$ cat src/rtl/j1_irq_controller_pkg.sv
// j1_irq_controller_pkg: register offsets, claim layout and priority helper for the J1 interrupt controller
package j1_irq_controller_pkg;
  localparam logic [15:0] IRQ_BASE_DEFAULT = 16'h0200;
  localparam logic [2:0] IRQ_PEND = 3'd0;
  localparam logic [2:0] IRQ_ENA = 3'd2;
  localparam logic [2:0] IRQ_MODE = 3'd4;
  localparam logic [2:0] IRQ_CLAIM = 3'd6;
  localparam int IRQ_CLAIM_VALID = 15;
  function automatic logic [4:0] claim_of(input logic [15:0] v);
    claim_of = '0;
    for (int i = 15; i >= 0; i--)
      if (v[i]) claim_of = {1'b1, i[3:0]};
  endfunction
endpackage

$ cat src/rtl/j1_irq_controller_sync.sv
// irq_sync: 3-flop synchroniser for one asynchronous source, with a rising-edge strobe
module irq_sync (
  input  logic clk,
  input  logic resetq,
  input  logic d,
  output logic q,
  output logic rise
);
  logic s1, s2, s3;
  always_ff @(posedge clk or negedge resetq)
    if (!resetq) {s3, s2, s1} <= '0;
    else {s3, s2, s1} <= {s2, s1, d};
  assign q = s2;
  assign rise = s2 & ~s3;
endmodule

$ cat src/rtl/j1_irq_controller.sv
// j1_irq_controller: multi-source edge/level interrupt controller on the J1 IO bus
module j1_irq_controller
  import j1_irq_controller_pkg::*;
#(
  parameter int NSRC = 8,
  parameter logic [15:0] BASE = IRQ_BASE_DEFAULT
) (
  input  logic            clk,
  input  logic            resetq,
  input  logic [NSRC-1:0] irq_src,
  input  logic            io_rd,
  input  logic            io_wr,
  input  logic [15:0]     io_addr,
  input  logic [15:0]     io_dout,
  output logic [15:0]     io_rdata,
  output logic            interrupt_request
);
  logic [1:0] rst_sync;
  logic rst_n;
  logic [NSRC-1:0] lvl, rise, pend, ena, mode, mode_n, clr;
  logic [15:0] pe;
  logic [4:0] claim;
  logic [2:0] off;
  logic hit, wr_pend, wr_ena, wr_mode, rd_claim;
  logic unused_ok;
  // reset asserts asynchronously but releases on a clock edge
  always_ff @(posedge clk or negedge resetq)
    if (!resetq) rst_sync <= '0;
    else rst_sync <= {rst_sync[0], 1'b1};
  assign rst_n = rst_sync[1];
  genvar i;
  for (i = 0; i < NSRC; i++) begin : g_sync
    irq_sync u_sync (.clk(clk), .resetq(rst_n), .d(irq_src[i]), .q(lvl[i]), .rise(rise[i]));
  end
  assign hit = io_addr[15:3] == BASE[15:3];
  assign off = {io_addr[2:1], 1'b0};
  assign wr_pend = hit & io_wr & (off == IRQ_PEND);
  assign wr_ena = hit & io_wr & (off == IRQ_ENA);
  assign wr_mode = hit & io_wr & (off == IRQ_MODE);
  assign rd_claim = hit & io_rd & (off == IRQ_CLAIM);
  assign pe = 16'(pend & ena);
  assign claim = claim_of(pe);
  assign unused_ok = ^{io_addr[0], io_dout};
  always_comb begin
    mode_n = wr_mode ? io_dout[NSRC-1:0] : mode;
    clr = (wr_pend ? io_dout[NSRC-1:0] : '0) | ((rd_claim && claim[4]) ? NSRC'(1) << claim[3:0] : '0);
    io_rdata = !hit ? '0 :
               off == IRQ_PEND ? 16'(pend) :
               off == IRQ_ENA ? 16'(ena) :
               off == IRQ_MODE ? 16'(mode) :
               (16'(claim[4]) << IRQ_CLAIM_VALID) | 16'(claim[3:0]);
  end
  // a new edge beats a simultaneous clear; bits entering edge mode start from the edge strobe only
  always_ff @(posedge clk or negedge rst_n)
    if (!rst_n) begin
      pend <= '0;
      ena <= '0;
      mode <= '0;
      interrupt_request <= 1'b0;
    end else begin
      if (wr_ena) ena <= io_dout[NSRC-1:0];
      mode <= mode_n;
      pend <= (mode_n & (rise | (pend & mode & ~clr))) | (~mode_n & lvl);
      interrupt_request <= |(pend & ena);
    end
endmodule

$ cat config.mk
export PLATFORM = sky130hd
export DESIGN_NAME = j1_irq_controller
export DESIGN_NICKNAME = d
export VERILOG_FILES = /design/src/rtl/j1_irq_controller_pkg.sv /design/src/rtl/j1_irq_controller_sync.sv /design/src/rtl/j1_irq_controller.sv
export SDC_FILE = /design/constraint.sdc
export NUM_CORES = 1
export LEC_CHECK = 0
export CORE_MARGIN = 3
export CORE_UTILIZATION = 44
export DETAILED_ROUTE_END_ITERATION = 10
export PLACE_DENSITY = 0.76
export SLEW_MARGIN = 10
export SYNTH_ARGS = -nofsm -noshare
export SYNTH_HDL_FRONTEND = slang
export SYNTH_HIERARCHICAL = 1
export SYNTH_SLANG_ARGS = --single-unit
$ cat constraint.sdc
create_clock -name clk -period 1.65 [get_ports clk]
set_clock_uncertainty 0.05 [all_clocks]
set_input_delay 0.165 -clock clk [delete_from_list [all_inputs] [get_ports clk]]
set_output_delay 0.165 -clock clk [all_outputs]
set_load 0.01 [all_outputs]
==> results of run 1 <==
[layout by cell type (no fill, tap or decap), types with 2 or more instances in the layout]
cell             netlist  final
a21oi_1               19     12
a21oi_2                0      6
a221oi_2               0      2
a22oi_2                0      2
a41oi_2                0      3
and2_4                 0      2
buf_12                 0      3
buf_2                  1     12
buf_4                  7     50
buf_6                  0     14
clkbuf_2               0      2
clkbuf_8               0      7
clkdlybuf4s15_1        0      2
clkdlybuf4s50_1        0     20
conb_1                 2      8
dfrtp_1               51     50
dlygate4sd2_1          0      5
mux2_2                15     13
mux2_4                 1      3
mux2i_1                6      6
nand2_1               16     12
nand2_2                0      4
nand2b_1               3      2
nand3_1                7      5
nand3_2                0      2
nor2_1                24     19
nor2_2                 2      3
nor2_4                 1      5
nor2b_4                8      9
nor4b_4                2      2
[synthesized netlist by cell type (2+ instances only)]
| master | n |
|---|---|
| a21boi_0 | 2 |
| a21oi_1 | 19 |
| a221oi_1 | 2 |
| a22oi_1 | 2 |
| a32oi_1 | 2 |
| a41oi_1 | 3 |
| and2_1 | 2 |
| buf_4 | 7 |
| clkbuf_1 | 3 |
| conb_1 | 2 |
| dfrtp_1 | 51 |
| mux2_2 | 15 |
| mux2i_1 | 6 |
| nand2_1 | 16 |
| nand2b_1 | 3 |
| nand3_1 | 7 |
| nor2_1 | 24 |
| nor2_2 | 2 |
| nor2b_1 | 3 |
| nor2b_4 | 8 |
| nor4b_4 | 2 |
| o311ai_0 | 2 |
[power groups by stage]
stage	Sequential (W)	Combinational, W	Clock, W
2_1_floorplan	0.00136	0.0000955	0
3_3_place_gp	0.00134	0.000252	0
3_5_place_dp	0.00134	0.000258	0
4_1_cts	0.00132	0.000264	0.000789
5_1_grt	0.00133	0.000296	0.000851
6_report	0.00132	0.000273	0.000776
[sequential cells by signal, indices dropped and copies added (netlist names)]
name / count
interrupt_request: 1
mode: 8
g_sync.u_sync/s3: 8
g_sync.u_sync/s1: 8
pend: 8
g_sync.u_sync/q: 8
rst_sync: 2
ena: 8
[kinds of logic (layout without fill, tap and decap cells)]
group | after synthesis | count (layout) | synth area share
buffers and inverters | 13 | 119 | 0.0321
other | 2 | 8 | 0.00316
and+or+nand+nor | 78 | 78 | 0.214
DFF | 51 | 51 | 0.536
muxes | 23 | 23 | 0.112
AOI/OAI and AO/OA | 38 | 38 | 0.103
[repair_timing]
item                                    in CTS  in global routing
hold endpoints to repair                     2                  0
pin swaps                                   19                 21
hold buffers                                 1                  0
endpoints found under the setup margin      33                 15
resized for setup                          108                 29
buffers inserted                            13                  5
[layout make-up]
type                    instances  area (sq um)  share of cell area
flip-flops and latches         51          1280               0.346
multi-input cells             147          1270               0.345
repair buffers                110           950               0.257
clock buffers                   8           100              0.0271
well taps                      70          87.6              0.0237
inverters                       1          3.75             0.00102
[worst reg2reg max path, cell delays in order (launching register included)]
cell     delay (ns)
dfrtp_1        0.40
a22oi_2        0.22
buf_4          0.15
nand4_1        0.21
nor2_4         0.21
or4b_4         0.48
a41oi_2        0.14
a21oi_1        0.08
[stage by stage]
stage,std cells,setup WS [ns],utilization,total power (W)
after floorplan,211,-0.0983,-,0.00145
after global placement,364,-0.694,0.638,0.00159
after detailed placement,364,-0.752,0.638,0.00160
after CTS,384,-0.387,0.694,0.00237
after global routing,387,-0.455,0.714,0.00247
final,387,-0.401,0.714,0.00237
[layer usage]
layer / share of wire / vias to the layer above / global-route usage
met1: 0.37 / 992 / 0.239
li1: - / 936 / -
met4: 0.042 / 0 / 0.108
met3: 0.063 / 24 / 0.0564
met5: 0 / - / 0
met2: 0.52 / 72 / 0.351
[path summary, 6_finish.rpt]
path,slack (ns),cells past startpoint,endpoint
setup / recovery,-0.40,6,io_rdata[2]
min in group clk,0.24,1,g_sync[1].u_sync/s1$_DFF_PN0_
hold reg to reg,0.20,1,ena[3]$_DFFE_PN0P_
hold / removal,0.20,1,ena[3]$_DFFE_PN0P_
max in group asynchronous,0.91,2,rst_sync[1]$_DFF_PN0_
setup reg to reg,-0.39,7,pend[7]$_DFF_PN0_
==> flow_summary.ini, run 1 <==
[sta]
setup_viol = 11
whs_ns = 0.197
fin_crit_sh = 1.24
slew_viol_final = 0
rsz0062_at_grt = yes
fmax_mhz = 488
relSlewSlack = 0.665
final_hold_viol_count = 0
setup_tns_ns = -2.78
worst_slew_pin_slew_ns = 0.501
period_needed_ns = 2.05
layout_setup_ws_ns = -0.401

[finish]
drive_above_1_share = 0.508
n_fill_cell = 356
antennaDiodeCount = 0
finalInstanceArea_sq_um = 3690
layout.nets = 360
area_delta_synth_final_pct = 55.2

[synthesis]
synthTopCellsByArea = dfrtp_1 54%, mux2_2 7.1%, nor2b_4 4.6%
synthArstFlopShare = 1.00
synthCells = 205
yosysTopAreaCell = dfrtp_1
yosys_warnings = 6
synth_edf_count = 0
synth_top_area_frac = 0.536
synth_top_flop_cell = dfrtp_1
syn_avg_cell_area_sq_um = 11.6
ys_types = 44
synth_area_sq_um = 2380
seq_area_frac_synth = 0.536
ys_ff_latch = 51

[drt]
vias_per_cell = 5.23
drt_wl_total_um = 6320
via_count = 2024
drc = 0
drtIter0Drc = 100
postRouteAntennaNets = 0
firstDrtPassIters = 6
wl_per_cell_um = 16.3

[global_route]
grt_pass1_wl_um = 9950
grt_max_degree = 50
grt_overflow_total = 0
grt_pass1_vias = 2057
grt_usage = 0.208
antenna_found_initial = 0

[power]
p_sw_frac = 0.230
comb_power_share = 0.115
p_seq_frac = 0.557
p_int_w = 0.00183
power.switching_w = 0.000545
p_leak_nw = 1.68
p_per_area_nw_per_um2 = 642
clkPwrFrac = 0.328
ir_worst_vdd_uv = 541

[clock_network]
clockBufferDepth = 2
cts.sinks = 51
htree_levels = 2
clkTransAtPathRegs_ns = 0.09
cts_buffers = 5
cts_tree = done
clkLatencyLatePin_ns = 0.31
root_buffer = clkbuf_8

[critical_path]
crit_chain = nand2_2, and3_4, a21boi_2, mux4_2, nor2b_4, buf_6
cp_slowest_stage_delay_ns = 0.48
path_class = flop to output port
cp_top_family = multiplexers
crit_fanout = 2
start_kind = flop
r2r-start = pend[1]$_DFF_PN0_
crit_slowest_cell = mux4_2
critPathBufInv = 1
crit_start = ena[3]$_DFFE_PN0P_
cp-end-kind = output port
crit_arrival_ns = 1.84
cp_data_required_time_ns = 1.43

[worst_hold_path]
hold_path.class = flop to asynchronous set/reset pin

[floorplan]
core_area_sq_um = 5170
start_util = 0.460
die_w_um = 79.5
die_h_um = 79.5
rows = 26
dieArea_sq_um = 6330
ios = 61

[place]
dpl-instance-area_sq_um = 3300
io_buffers = 44
dp_hpwl_um = 4030
gp_congestion = 0.861

[run]
maxCapViolations = 0

[outcome]
status = complete, but fails checks
violations = negative setup slack
No activity file was read; power rests on OpenSTA's default activity.
==> run 2, diff against run 1 <==
MAX_ROUTING_LAYER = met4   (was not set)
==> run 2 against run 1 <==
Compared with the run above: the run still ends with negative setup slack left; cell area unchanged; critical path depth unchanged; sequential cell count unchanged.
==> flow_summary.ini, run 2 (synthesized netlist as in run 1, its figures left out) <==
[finish]
antennaDiodeCount = 0
final_util = 0.714
finalInstanceArea_sq_um = 3690
final_cell_mix = 50 x dfrtp_1, 50 x buf_4, 20 x clkdlybuf4s50_1, 19 x nor2_1, 14 x buf_6
drive_above_1_share = 0.508
area_delta_synth_final_pct = 55.2
layout.nets = 360

[sta]
final_hold_viol_count = 0
period_needed_ns = 2.05
whs_ns = 0.197
setup_tns_ns = -2.78
relSlewSlack = 0.668
fin_crit_sh = 1.24
worst_slew_pin_slew_ns = 0.497
fmax_mhz = 487
layout_setup_ws_ns = -0.403
slew_viol_final = 0
rsz0062_at_grt = yes
setup_viol = 11

[clock_network]
clockBufferDepth = 2
cts_tree = done
root_buffer = clkbuf_8
cts.sinks = 51
clkLatencyLatePin_ns = 0.31
cts_buffers = 5
clkTransAtPathRegs_ns = 0.09
htree_levels = 2

[outcome]
status = complete, but fails checks
violations = negative setup slack

[power]
power.switching_w = 0.000547
p_seq_frac = 0.557
p_sw_frac = 0.231
p_leak_nw = 1.68
comb_power_share = 0.115
p_int_w = 0.00183
clkPwrFrac = 0.328
total_power_w = 0.00237
ir_worst_vdd_uv = 540
p_per_area_nw_per_um2 = 643

[critical_path]
regToRegSetupSlack_ns = -0.39
crit_slowest_cell = mux4_2
cp_data_required_time_ns = 1.43
cp_slowest_stage_delay_ns = 0.48
start_kind = flop
worst_r2r_path_depth = 7
path_class = flop to output port
r2r-start = pend[1]$_DFF_PN0_
crit_arrival_ns = 1.84
crit_start = ena[3]$_DFFE_PN0P_
crit_fanout = 2
cp-end-kind = output port
cp-endpoint = io_rdata[2]
worst_r2r_endpoint = pend[7]$_DFF_PN0_
crit_chain = nand2_2, and3_4, a21boi_2, mux4_2, nor2b_4, buf_6

[global_route]
grt_util_met3 = 0.0564
busiest_layer = met2
grt_pass1_wl_um = 9950
grt_max_degree = 50
grt_use_met1 = 0.239
use_met2 = 0.351
grt_pass1_vias = 2057
grt_usage = 0.213
antenna_found_initial = 0
grt_overflow_total = 0

[drt]
postRouteAntennaNets = 0
wl_per_cell_um = 16.4
drt_wl_total_um = 6330
via_count = 2033
vias_per_cell = 5.25
drtIter0Drc = 101
drc = 0
firstDrtPassIters = 5

[floorplan]
core_area_sq_um = 5170
die_w_um = 79.5
rows = 26
start_util = 0.460
ios = 61
dieArea_sq_um = 6330
die_h_um = 79.5

[place]
io_buffers = 44
dpl-instance-area_sq_um = 3300
dp_hpwl_um = 4030
gp_congestion = 0.875

[worst_hold_path]
hold_path.class = flop to asynchronous set/reset pin

[run]
maxCapViolations = 0
run 2: cell counts in the layout (fill, tap and decap cells not counted):
No cell type changed its count.
run 2: power by group through the flow:
stage	Combinational (W)	Clock [W]	Sequential [W]
detailed placement	0.000258	0	0.00134
global placement	0.000252	0	0.00134
global route	0.000296	0.000851	0.00133
finish	0.000273	0.000779	0.00132
floorplan	0.0000955	0	0.00136
CTS	0.000264	0.000789	0.00132
run 2: through the flow:
stage / instances / setup WS (ns)
3_5_place_dp: 364 / -0.752
2_1_floorplan: 211 / -0.0983
3_3_place_gp: 364 / -0.694
5_1_grt: 387 / -0.455
4_1_cts: 384 / -0.387
6_report: 387 / -0.403
run 2: critical path: cells and delay by family, from the launching register on:
| kind | cells | cell delay [ns] |
|---|---|---|
| multiplexers | 1 | 0.48 |
| AND/OR/NAND/NOR | 3 | 0.41 |
| flip-flops | 1 | 0.38 |
| AO/OA/AOI/OAI | 1 | 0.14 |
| buffers and inverters | 1 | 0.11 |
run 2: final cells by class:
| type | count | area, sq um |
|---|---|---|
| flip-flops and latches | 51 | 1280 |
| multi-input cells | 147 | 1270 |
| well taps | 70 | 87.6 |
| repair buffers | 110 | 950 |
| fillers | 356 | 1480 |
| clock buffers | 8 | 100 |
| inverters | 1 | 3.75 |
run 2: what timing repair did:
action                                 4_1_cts  5_1_grt
resized for setup                          108       29
setup endpoints to repair                   33       15
endpoints found under the hold margin        2        0
pin swaps                                   19       21
setup buffers                               13        5
hold buffers                                 1        0
run 2: worst min-delay path by stage:
stage	slack [ns]	end
after floorplan	-0.18	rst_sync[0]$_DFF_PN0_
after global placement	0.20	g_sync[0].u_sync/q$_DFF_PN0_
after detailed placement	0.21	mode[0]$_DFF_PN0_
after CTS	0.22	ena[6]$_DFFE_PN0P_
after global routing	0.23	mode[0]$_DFF_PN0_
final	0.20	ena[3]$_DFFE_PN0P_
run 2: layer usage:
| metal | vias up | wire length, um |
|---|---|---|
| met1 | 990 | 2360 |
| met4 | 0 | 268 |
| met3 | 25 | 428 |
| met2 | 82 | 3270 |
| li1 | 936 | - |
| met5 | - | 0 |
